## config.mk

```make
export PLATFORM = sky130hd
export DESIGN_NAME = mips_multicycle_control
export DESIGN_NICKNAME = d
export VERILOG_FILES = /design/src/rtl/mips_multicycle_control_pkg.sv /design/src/rtl/mips_multicycle_control_alu_op_decoder.sv /design/src/rtl/mips_multicycle_control.sv
export SDC_FILE = /design/constraint.sdc
export NUM_CORES = 1
export LEC_CHECK = 0
export CORE_UTILIZATION = 44
export DETAILED_ROUTE_END_ITERATION = 10
export HOLD_SLACK_MARGIN = 0.12
export MAX_ROUTING_LAYER = met4
export PLACE_DENSITY_LB_ADDON = 0.12
export SLEW_MARGIN = 25
export SYNTH_ARGS = -nofsm -noshare
export SYNTH_HDL_FRONTEND = slang
export SYNTH_SLANG_ARGS = --single-unit
```

## constraint.sdc

```tcl
create_clock -name clk -period 2 [get_ports clk]
set_clock_uncertainty 0.05 [all_clocks]
set_input_delay 0.4 -clock clk [delete_from_list [all_inputs] [get_ports clk]]
set_output_delay 0.4 -clock clk [all_outputs]
set_load 0.1 [all_outputs]
```

## src/rtl/mips_multicycle_control_pkg.sv

```systemverilog
// Shared constants for the multicycle MIPS control unit: opcodes, functs,
// ALU opcode encodings, mux select codes and the FSM state encoding.
package mips_multicycle_control_pkg;

    localparam logic [5:0] OP_RTYPE = 6'h00;
    localparam logic [5:0] OP_J     = 6'h02;
    localparam logic [5:0] OP_BEQ   = 6'h04;
    localparam logic [5:0] OP_BNE   = 6'h05;
    localparam logic [5:0] OP_ADDI  = 6'h08;
    localparam logic [5:0] OP_SLTI  = 6'h0A;
    localparam logic [5:0] OP_ANDI  = 6'h0C;
    localparam logic [5:0] OP_ORI   = 6'h0D;
    localparam logic [5:0] OP_XORI  = 6'h0E;
    localparam logic [5:0] OP_LW    = 6'h23;
    localparam logic [5:0] OP_SW    = 6'h2B;

    localparam logic [5:0] FN_SLL  = 6'h00;
    localparam logic [5:0] FN_SRL  = 6'h02;
    localparam logic [5:0] FN_SRA  = 6'h03;
    localparam logic [5:0] FN_ADD  = 6'h20;
    localparam logic [5:0] FN_ADDU = 6'h21;
    localparam logic [5:0] FN_SUB  = 6'h22;
    localparam logic [5:0] FN_SUBU = 6'h23;
    localparam logic [5:0] FN_AND  = 6'h24;
    localparam logic [5:0] FN_OR   = 6'h25;
    localparam logic [5:0] FN_XOR  = 6'h26;
    localparam logic [5:0] FN_NOR  = 6'h27;
    localparam logic [5:0] FN_SLT  = 6'h2A;

    localparam logic [3:0] ALU_OP_ADD = 4'd0;
    localparam logic [3:0] ALU_OP_SUB = 4'd1;
    localparam logic [3:0] ALU_OP_AND = 4'd2;
    localparam logic [3:0] ALU_OP_OR  = 4'd3;
    localparam logic [3:0] ALU_OP_XOR = 4'd4;
    localparam logic [3:0] ALU_OP_NOR = 4'd5;
    localparam logic [3:0] ALU_OP_SLT = 4'd6;
    localparam logic [3:0] ALU_OP_SLL = 4'd7;
    localparam logic [3:0] ALU_OP_SRL = 4'd8;
    localparam logic [3:0] ALU_OP_SRA = 4'd9;

    localparam logic [1:0] SRC_A_PC    = 2'd0;
    localparam logic [1:0] SRC_A_REG   = 2'd1;
    localparam logic [1:0] SRC_A_SHAMT = 2'd2;

    localparam logic [1:0] SRC_B_REG     = 2'd0;
    localparam logic [1:0] SRC_B_FOUR    = 2'd1;
    localparam logic [1:0] SRC_B_IMM     = 2'd2;
    localparam logic [1:0] SRC_B_IMM_SH2 = 2'd3;

    localparam logic [1:0] PC_SRC_ALU    = 2'd0;
    localparam logic [1:0] PC_SRC_ALUOUT = 2'd1;
    localparam logic [1:0] PC_SRC_JUMP   = 2'd2;

    typedef enum logic [3:0] {
        S_RESET     = 4'd0,
        S_FETCH     = 4'd1,
        S_DECODE    = 4'd2,
        S_MEM_ADR   = 4'd3,
        S_MEM_READ  = 4'd4,
        S_MEM_WB    = 4'd5,
        S_MEM_WRITE = 4'd6,
        S_EXEC_R    = 4'd7,
        S_EXEC_I    = 4'd8,
        S_ALU_WB_R  = 4'd9,
        S_ALU_WB_I  = 4'd10,
        S_BRANCH    = 4'd11,
        S_JUMP      = 4'd12,
        S_ILLEGAL   = 4'd13
    } state_t;

endpackage

```

## src/rtl/mips_multicycle_control_alu_op_decoder.sv

```systemverilog
// Combinational ALU opcode / x-operand / immediate-extension decode for the
// current control state; also flags whether an R-type funct is recognised.
module alu_op_decoder
    import mips_multicycle_control_pkg::*;
(
    input  state_t     state,
    input  logic [5:0] opcode,
    input  logic [5:0] funct,
    output logic [3:0] alu_op_code,
    output logic [1:0] alu_src_a,
    output logic       imm_zero_ext,
    output logic       funct_valid
);

    logic [3:0] r_op;
    logic       r_shift;

    always_comb begin
        funct_valid = 1'b1;
        r_op        = ALU_OP_ADD;
        r_shift     = 1'b0;
        case (funct)
            FN_SLL:          begin r_op = ALU_OP_SLL; r_shift = 1'b1; end
            FN_SRL:          begin r_op = ALU_OP_SRL; r_shift = 1'b1; end
            FN_SRA:          begin r_op = ALU_OP_SRA; r_shift = 1'b1; end
            FN_ADD, FN_ADDU: r_op = ALU_OP_ADD;
            FN_SUB, FN_SUBU: r_op = ALU_OP_SUB;
            FN_AND:          r_op = ALU_OP_AND;
            FN_OR:           r_op = ALU_OP_OR;
            FN_XOR:          r_op = ALU_OP_XOR;
            FN_NOR:          r_op = ALU_OP_NOR;
            FN_SLT:          r_op = ALU_OP_SLT;
            default:         funct_valid = 1'b0;
        endcase
    end

    // Idle states fall through to PC + ADD with sign extension.
    always_comb begin
        alu_op_code  = ALU_OP_ADD;
        alu_src_a    = SRC_A_PC;
        imm_zero_ext = 1'b0;
        case (state)
            S_MEM_ADR: alu_src_a = SRC_A_REG;
            S_EXEC_R: begin
                if (funct_valid) begin
                    alu_op_code = r_op;
                    alu_src_a   = r_shift ? SRC_A_SHAMT : SRC_A_REG;
                end
            end
            S_EXEC_I: begin
                alu_src_a = SRC_A_REG;
                case (opcode)
                    OP_SLTI: alu_op_code = ALU_OP_SLT;
                    OP_ANDI: begin alu_op_code = ALU_OP_AND; imm_zero_ext = 1'b1; end
                    OP_ORI:  begin alu_op_code = ALU_OP_OR;  imm_zero_ext = 1'b1; end
                    OP_XORI: begin alu_op_code = ALU_OP_XOR; imm_zero_ext = 1'b1; end
                    default: alu_op_code = ALU_OP_ADD;
                endcase
            end
            S_BRANCH: begin
                alu_op_code = ALU_OP_SUB;
                alu_src_a   = SRC_A_REG;
            end
            default: ;
        endcase
    end

endmodule

```

## src/rtl/mips_multicycle_control.sv

```systemverilog
// Multicycle MIPS control FSM: sequences fetch/decode/execute/writeback and
// drives every datapath enable and select; memory states stall on mem_ready.
module mips_multicycle_control
    import mips_multicycle_control_pkg::*;
#(
    parameter int RESET_PC_HOLD = 1
) (
    input  logic       clk,
    input  logic       rstb,
    input  logic [5:0] opcode,
    input  logic [5:0] funct,
    input  logic       equal,
    input  logic       mem_ready,
    output logic [3:0] alu_op_code,
    output logic [1:0] alu_src_a,
    output logic [1:0] alu_src_b,
    output logic       imm_zero_ext,
    output logic       i_or_d,
    output logic       mem_rd,
    output logic       mem_wr,
    output logic       ir_write,
    output logic       reg_write,
    output logic       reg_dst,
    output logic       mem_to_reg,
    output logic       pc_write,
    output logic [1:0] pc_src,
    output logic       illegal_instr,
    output logic [3:0] state
);

    localparam int HOLD = (RESET_PC_HOLD < 1) ? 1 : RESET_PC_HOLD;
    localparam int CW   = $clog2(HOLD + 1);

    state_t          st;
    logic [CW-1:0]   hold_cnt;
    logic            funct_valid;

    assign state = st;

    alu_op_decoder u_alu_dec (
        .state        (st),
        .opcode       (opcode),
        .funct        (funct),
        .alu_op_code  (alu_op_code),
        .alu_src_a    (alu_src_a),
        .imm_zero_ext (imm_zero_ext),
        .funct_valid  (funct_valid)
    );

    always_ff @(posedge clk) begin
        if (!rstb) begin
            st            <= S_RESET;
            hold_cnt      <= '0;
            illegal_instr <= 1'b0;
        end else begin
            case (st)
                S_RESET: begin
                    if (hold_cnt == CW'(HOLD - 1)) st <= S_FETCH;
                    else                           hold_cnt <= hold_cnt + CW'(1);
                end
                S_FETCH:  if (mem_ready) st <= S_DECODE;
                S_DECODE: begin
                    case (opcode)
                        OP_LW, OP_SW:                                st <= S_MEM_ADR;
                        OP_RTYPE:                                    st <= S_EXEC_R;
                        OP_ADDI, OP_ANDI, OP_ORI, OP_XORI, OP_SLTI:  st <= S_EXEC_I;
                        OP_BEQ, OP_BNE:                              st <= S_BRANCH;
                        OP_J:                                        st <= S_JUMP;
                        default: begin
                            st            <= S_ILLEGAL;
                            illegal_instr <= 1'b1;
                        end
                    endcase
                end
                S_MEM_ADR:   st <= (opcode == OP_LW) ? S_MEM_READ : S_MEM_WRITE;
                S_MEM_READ:  if (mem_ready) st <= S_MEM_WB;
                S_MEM_WRITE: if (mem_ready) st <= S_FETCH;
                S_EXEC_R: begin
                    if (funct_valid) st <= S_ALU_WB_R;
                    else begin
                        st            <= S_ILLEGAL;
                        illegal_instr <= 1'b1;
                    end
                end
                S_EXEC_I: st <= S_ALU_WB_I;
                S_MEM_WB, S_ALU_WB_R, S_ALU_WB_I, S_BRANCH, S_JUMP: st <= S_FETCH;
                S_ILLEGAL: illegal_instr <= 1'b1;
                default:   st <= S_RESET;
            endcase
        end
    end

    // Moore decode; only FETCH/memory handshakes and the branch condition
    // look at live inputs.
    always_comb begin
        alu_src_b  = SRC_B_REG;
        i_or_d     = 1'b0;
        mem_rd     = 1'b0;
        mem_wr     = 1'b0;
        ir_write   = 1'b0;
        reg_write  = 1'b0;
        reg_dst    = 1'b0;
        mem_to_reg = 1'b0;
        pc_write   = 1'b0;
        pc_src     = PC_SRC_ALU;
        case (st)
            S_FETCH: begin
                mem_rd    = 1'b1;
                alu_src_b = SRC_B_FOUR;
                ir_write  = mem_ready;
                pc_write  = mem_ready;
            end
            S_DECODE:    alu_src_b = SRC_B_IMM_SH2;
            S_MEM_ADR:   alu_src_b = SRC_B_IMM;
            S_MEM_READ:  begin mem_rd = 1'b1; i_or_d = 1'b1; end
            S_MEM_WB:    begin reg_write = 1'b1; mem_to_reg = 1'b1; end
            S_MEM_WRITE: begin mem_wr = 1'b1; i_or_d = 1'b1; end
            S_EXEC_R:    reg_dst = 1'b1;
            S_EXEC_I:    alu_src_b = SRC_B_IMM;
            S_ALU_WB_R:  begin reg_write = 1'b1; reg_dst = 1'b1; end
            S_ALU_WB_I:  reg_write = 1'b1;
            S_BRANCH: begin
                pc_src   = PC_SRC_ALUOUT;
                pc_write = (opcode == OP_BNE) ? !equal : equal;
            end
            S_JUMP: begin
                pc_src   = PC_SRC_JUMP;
                pc_write = 1'b1;
            end
            default: ;
        endcase
    end

endmodule
```

==> impl_metrics.toml, run 1 <==
[logic_synthesis]
ys_seq_area_share_pct = 9.42
avgSynthCellArea_um2 = 6.81
ys.warnings.count = 0
synth_area_um2 = 1060
synth_ff_type = "dfxtp_1"
synth-edff-count = 0
ys_ff_latch = 5
synth.area.top_cells = "dfxtp_1 9.4%, clkbuf_8 7.8%, nor3_1 6.1%"
yosysTopAreaCell = "dfxtp_1"
ys_async_sr_fraction_pct = 0
yosys-top-cells-count = "13 x nor2_1, 13 x nor3_1, 12 x nand2_1"
syn-instance-count = 156
synth.distinct_cells = 50
syn_nets = 172
synth_top_area_share_pct = 9.42

[clock_network]
cts_setup_buffers = 14
cts_hold_buf = 0
ctsRootBufferMaster = "clkbuf_4"
h-tree-depth = 1
cts_sinks = 5
clockBufferDepth = 2
cts-resized-gates = 62
cts_inserted_buffers = 3

[floorplan]
die_h_um = 51.1
rows = 17
start_util_pct = 47.6
pin_count = 40
die_x_um = 51.1

[place]
place_congestion = 0.935
post-place-cells = 244
io_buffers = 39
dp_hpwl_um = 3790

[run_status]
tool.error = "[ERROR DPL-0038] Utilization greater than 100%, impossible to legalize"
outcome = "did not finish"
haltStage = "4_1_cts"
==> per-stage QoR <==
stage | util [%] | hold slack, ns | setup WS, ns | instance area, µm²
2_1_floorplan | - | 0.467 | -0.473 | 1350
3_3_place_gp | 93.7 | 0.474 | -0.412 | 2090
3_5_place_dp | 93.7 | 0.541 | -0.531 | 2090
==> cells by family after synthesis <==
family | after synthesis | share of synthesized area [%]
xor+xnor | 4 | 3.30
mux | 1 | 1.06
compound gates | 45 | 28.3
simple gates | 81 | 42.1
flops | 5 | 9.42
buf+inv | 20 | 15.9
==> run 2: changes to the inputs <==
CORE_AREA = 2 2 63 65   (was unset)
CORE_UTILIZATION = unset   (was 44)
DIE_AREA = 0 0 65 67   (was unset)
HOLD_SLACK_MARGIN = unset   (was 0.12)
MAX_ROUTING_LAYER = unset   (was met4)
PLACE_DENSITY_LB_ADDON = 0.15   (was 0.12)
==> run 2 against run 1 <==
  * The flow now finishes, with violations (negative setup slack)
  * Area after synthesis unchanged
  * Synthesized cell count unchanged
==> impl_metrics.toml, run 2 <==
[run_status]
outcome = "complete, but fails checks"
violations = "negative setup slack"

[final_layout]
largest_register_ffs = 4
final_cell_mix = "48 x buf_4, 23 x buf_12, 10 x buf_6"
synthToLayoutAreaGrowth_pct = 129
antenna_cells = 0
drive_gt1_share_pct = 63.0
final_common_cell = "buf_4"
nNetsFinal = 255
fillers = 301

[critical_path]
endpoint_kind = "primary output"
path_cells = "buf_6 -> or3b_4 -> nand2_4 -> nand2_2 -> o31ai_2 -> a31o_2 -> buf_12"
cp-start-kind = "input pin"
critPathBufInv = 2
max_stage_delay_ns = 0.41
reg2regPathDepth = 7
cpLargestDelayFamily = "simple AND/OR/NAND/NOR gates"
cp_data_arrival_time_ns = 1.64
cp.required_ns = 1.55
slowest_stage = "or3b_4"
cp_num_cells = 7
path_max_fanout = 2
crit_type = "in2out"

[grt]
busiest_layer = "met2"
antenna_found_initial = 0
use_met1_pct = 23.0
grt_pass1_vias = 1579
grt_usage_pct = 20.8
grt_max_degree = 20
gr-usage-met2_pct = 40.3
grt_util_met3_pct = 3.38
gr-total-overflow = 0
grt_first_pass_wirelength_um = 7070

[timing]
hold_viol = 0
max_freq_mhz = 479
slew_violations = 0
worstMarginPinSlew_ns = 0.330
fin_crit_sh_pct = 104
max_slew_margin_pct = 77.9
min_period_ns = 2.09
finalWorstSetupSlack_ns = -0.0858
grt_setup_unrepaired = "yes"
timing.hold.ws_ns = 0.494
fin_setup_tns_ns = -0.123
setup_viol = 4

[power_and_ir_drop]
peakVddDrop_mv = 0.489
pwr-share-clk_pct = 7.5
p_sw_mw = 1.41
p_leak_nw = 0.943
switching_share_pct = 56.1
p_comb_share_pct = 84.6
power_density_nw_per_um2 = 1030
seq_power_share_pct = 7.9
internal_power_mw = 1.11

[place]
io_buffers = 39
dp_hpwl_um = 3220
place_congestion = 0.876

[clock_network]
ctsRootBufferMaster = "clkbuf_8"
clk_pin_slew_worst_paths_ns = 0.03
h-tree-depth = 1
clock_latency_ns = 0.23
cts_inserted_buffers = 3
clockBufferDepth = 2
cts_hold_buf = 0
cts_tree = "built"
cts_sinks = 5

[logic_synthesis]
syn_nets = 172
ys_seq_area_share_pct = 9.42
avgSynthCellArea_um2 = 6.81
ys.warnings.count = 0
synth_ff_type = "dfxtp_1"
synth_area_um2 = 1060
ys_async_sr_fraction_pct = 0
synth-edff-count = 0
yosysTopAreaCell = "dfxtp_1"
synth.area.top_cells = "dfxtp_1 9.4%, clkbuf_8 7.8%, nor3_1 6.1%"
syn-instance-count = 156
ys_ff_latch = 5
synth_top_area_share_pct = 9.42
synth.distinct_cells = 50
yosys-top-cells-count = "13 x nor2_1, 13 x nor3_1, 12 x nand2_1"

[routing]
drc = 0
via_count = 1535
via_per_inst = 5.37
drt_wl_total_um = 4210
first_pass_iters = 4
drtAntennaViolNets = 0
wl_per_cell_um = 14.7
first_iter_violations = 85

[hold_path]
hold_class = "reg2reg"
min_path_cells = 2

[floorplan]
start_util_pct = 29.5
pin_count = 40
rows = 22
die_x_um = 65
core_um2 = 3610
die_h_um = 67
die-area_um2 = 4360

[run]
drv_cap = 0
-- run 2: cell counts after synthesis --
No cell type changed its count.
-- run 2: path summary, 6_finish.rpt --
kind / from / to / slack [ns]
worst min register to register: illegal_instr / illegal_instr / 0.49
worst max register to register: state[1] / state[0] / 0.37
worst min-delay path: illegal_instr / illegal_instr / 0.49
worst max-delay path: funct[0] / alu_src_a[0] / -0.09
-- run 2: worst min-delay path: stages, from the launching register on --
cell,delay [ns]
dfxtp_1,0.30
a21oi_1,0.11
a21boi_1,0.07
-- run 2: repair_timing --
action,in CTS,in global routing
setup endpoints to repair,11,9
resized for setup,58,24
setup buffers,10,4
endpoints found under the hold margin,0,0
pin swaps,15,17
cloned,0,0
-- run 2: power groups by stage --
stage / Combinational, mW / Clock [mW] / Sequential [mW]
2_1_floorplan: 1.24 / 0 / 0.375
3_3_place_gp: 1.97 / 0 / 0.210
3_5_place_dp: 2.00 / 0 / 0.212
4_1_cts: 2.07 / 0.194 / 0.201
5_1_grt: 2.23 / 0.201 / 0.203
6_report: 2.13 / 0.190 / 0.198
-- run 2: final cells by class --
type	count	area, µm²	share of cell area, %
well taps	48	60.1	2.47
flip-flops and latches	5	115	4.73
multi-input cells	131	1160	47.6
clock buffers	4	45.0	1.85
repair buffers	94	1040	42.6
inverters	4	18.8	0.770
-- run 2: stage by stage --
step	cells	utilization (%)	setup slack (ns)	total power, mW	instance area (µm²)
after CTS	283	64.4	-0.122	2.46	2320
after floorplan	156	-	-0.473	1.61	1350
after global routing	286	67.6	-0.120	2.64	2440
final	286	67.6	-0.0858	2.52	2440
after detailed placement	269	59.8	-0.487	2.21	2150
after global placement	269	59.8	-0.431	2.18	2150
-- run 2: kinds of logic after synthesis --
family / share of synthesized area (%)
flip-flops: 9.42
XOR/XNOR: 3.30
buffers and inverters: 15.9
multiplexers: 1.06
AND/OR/NAND/NOR: 42.1
AO/OA/AOI/OAI: 28.3
-- run 2: metal layers --
layer / part of all wire [%] / routed length [µm] / up-vias
li1: - / - / 748
met1: 39 / 1630 / 731
met2: 56 / 2350 / 54
met3: 5.0 / 209 / 2
met4: 0.29 / 12 / 0
met5: 0 / 0 / -
Note: power is estimated with default switching activity, not from simulation.
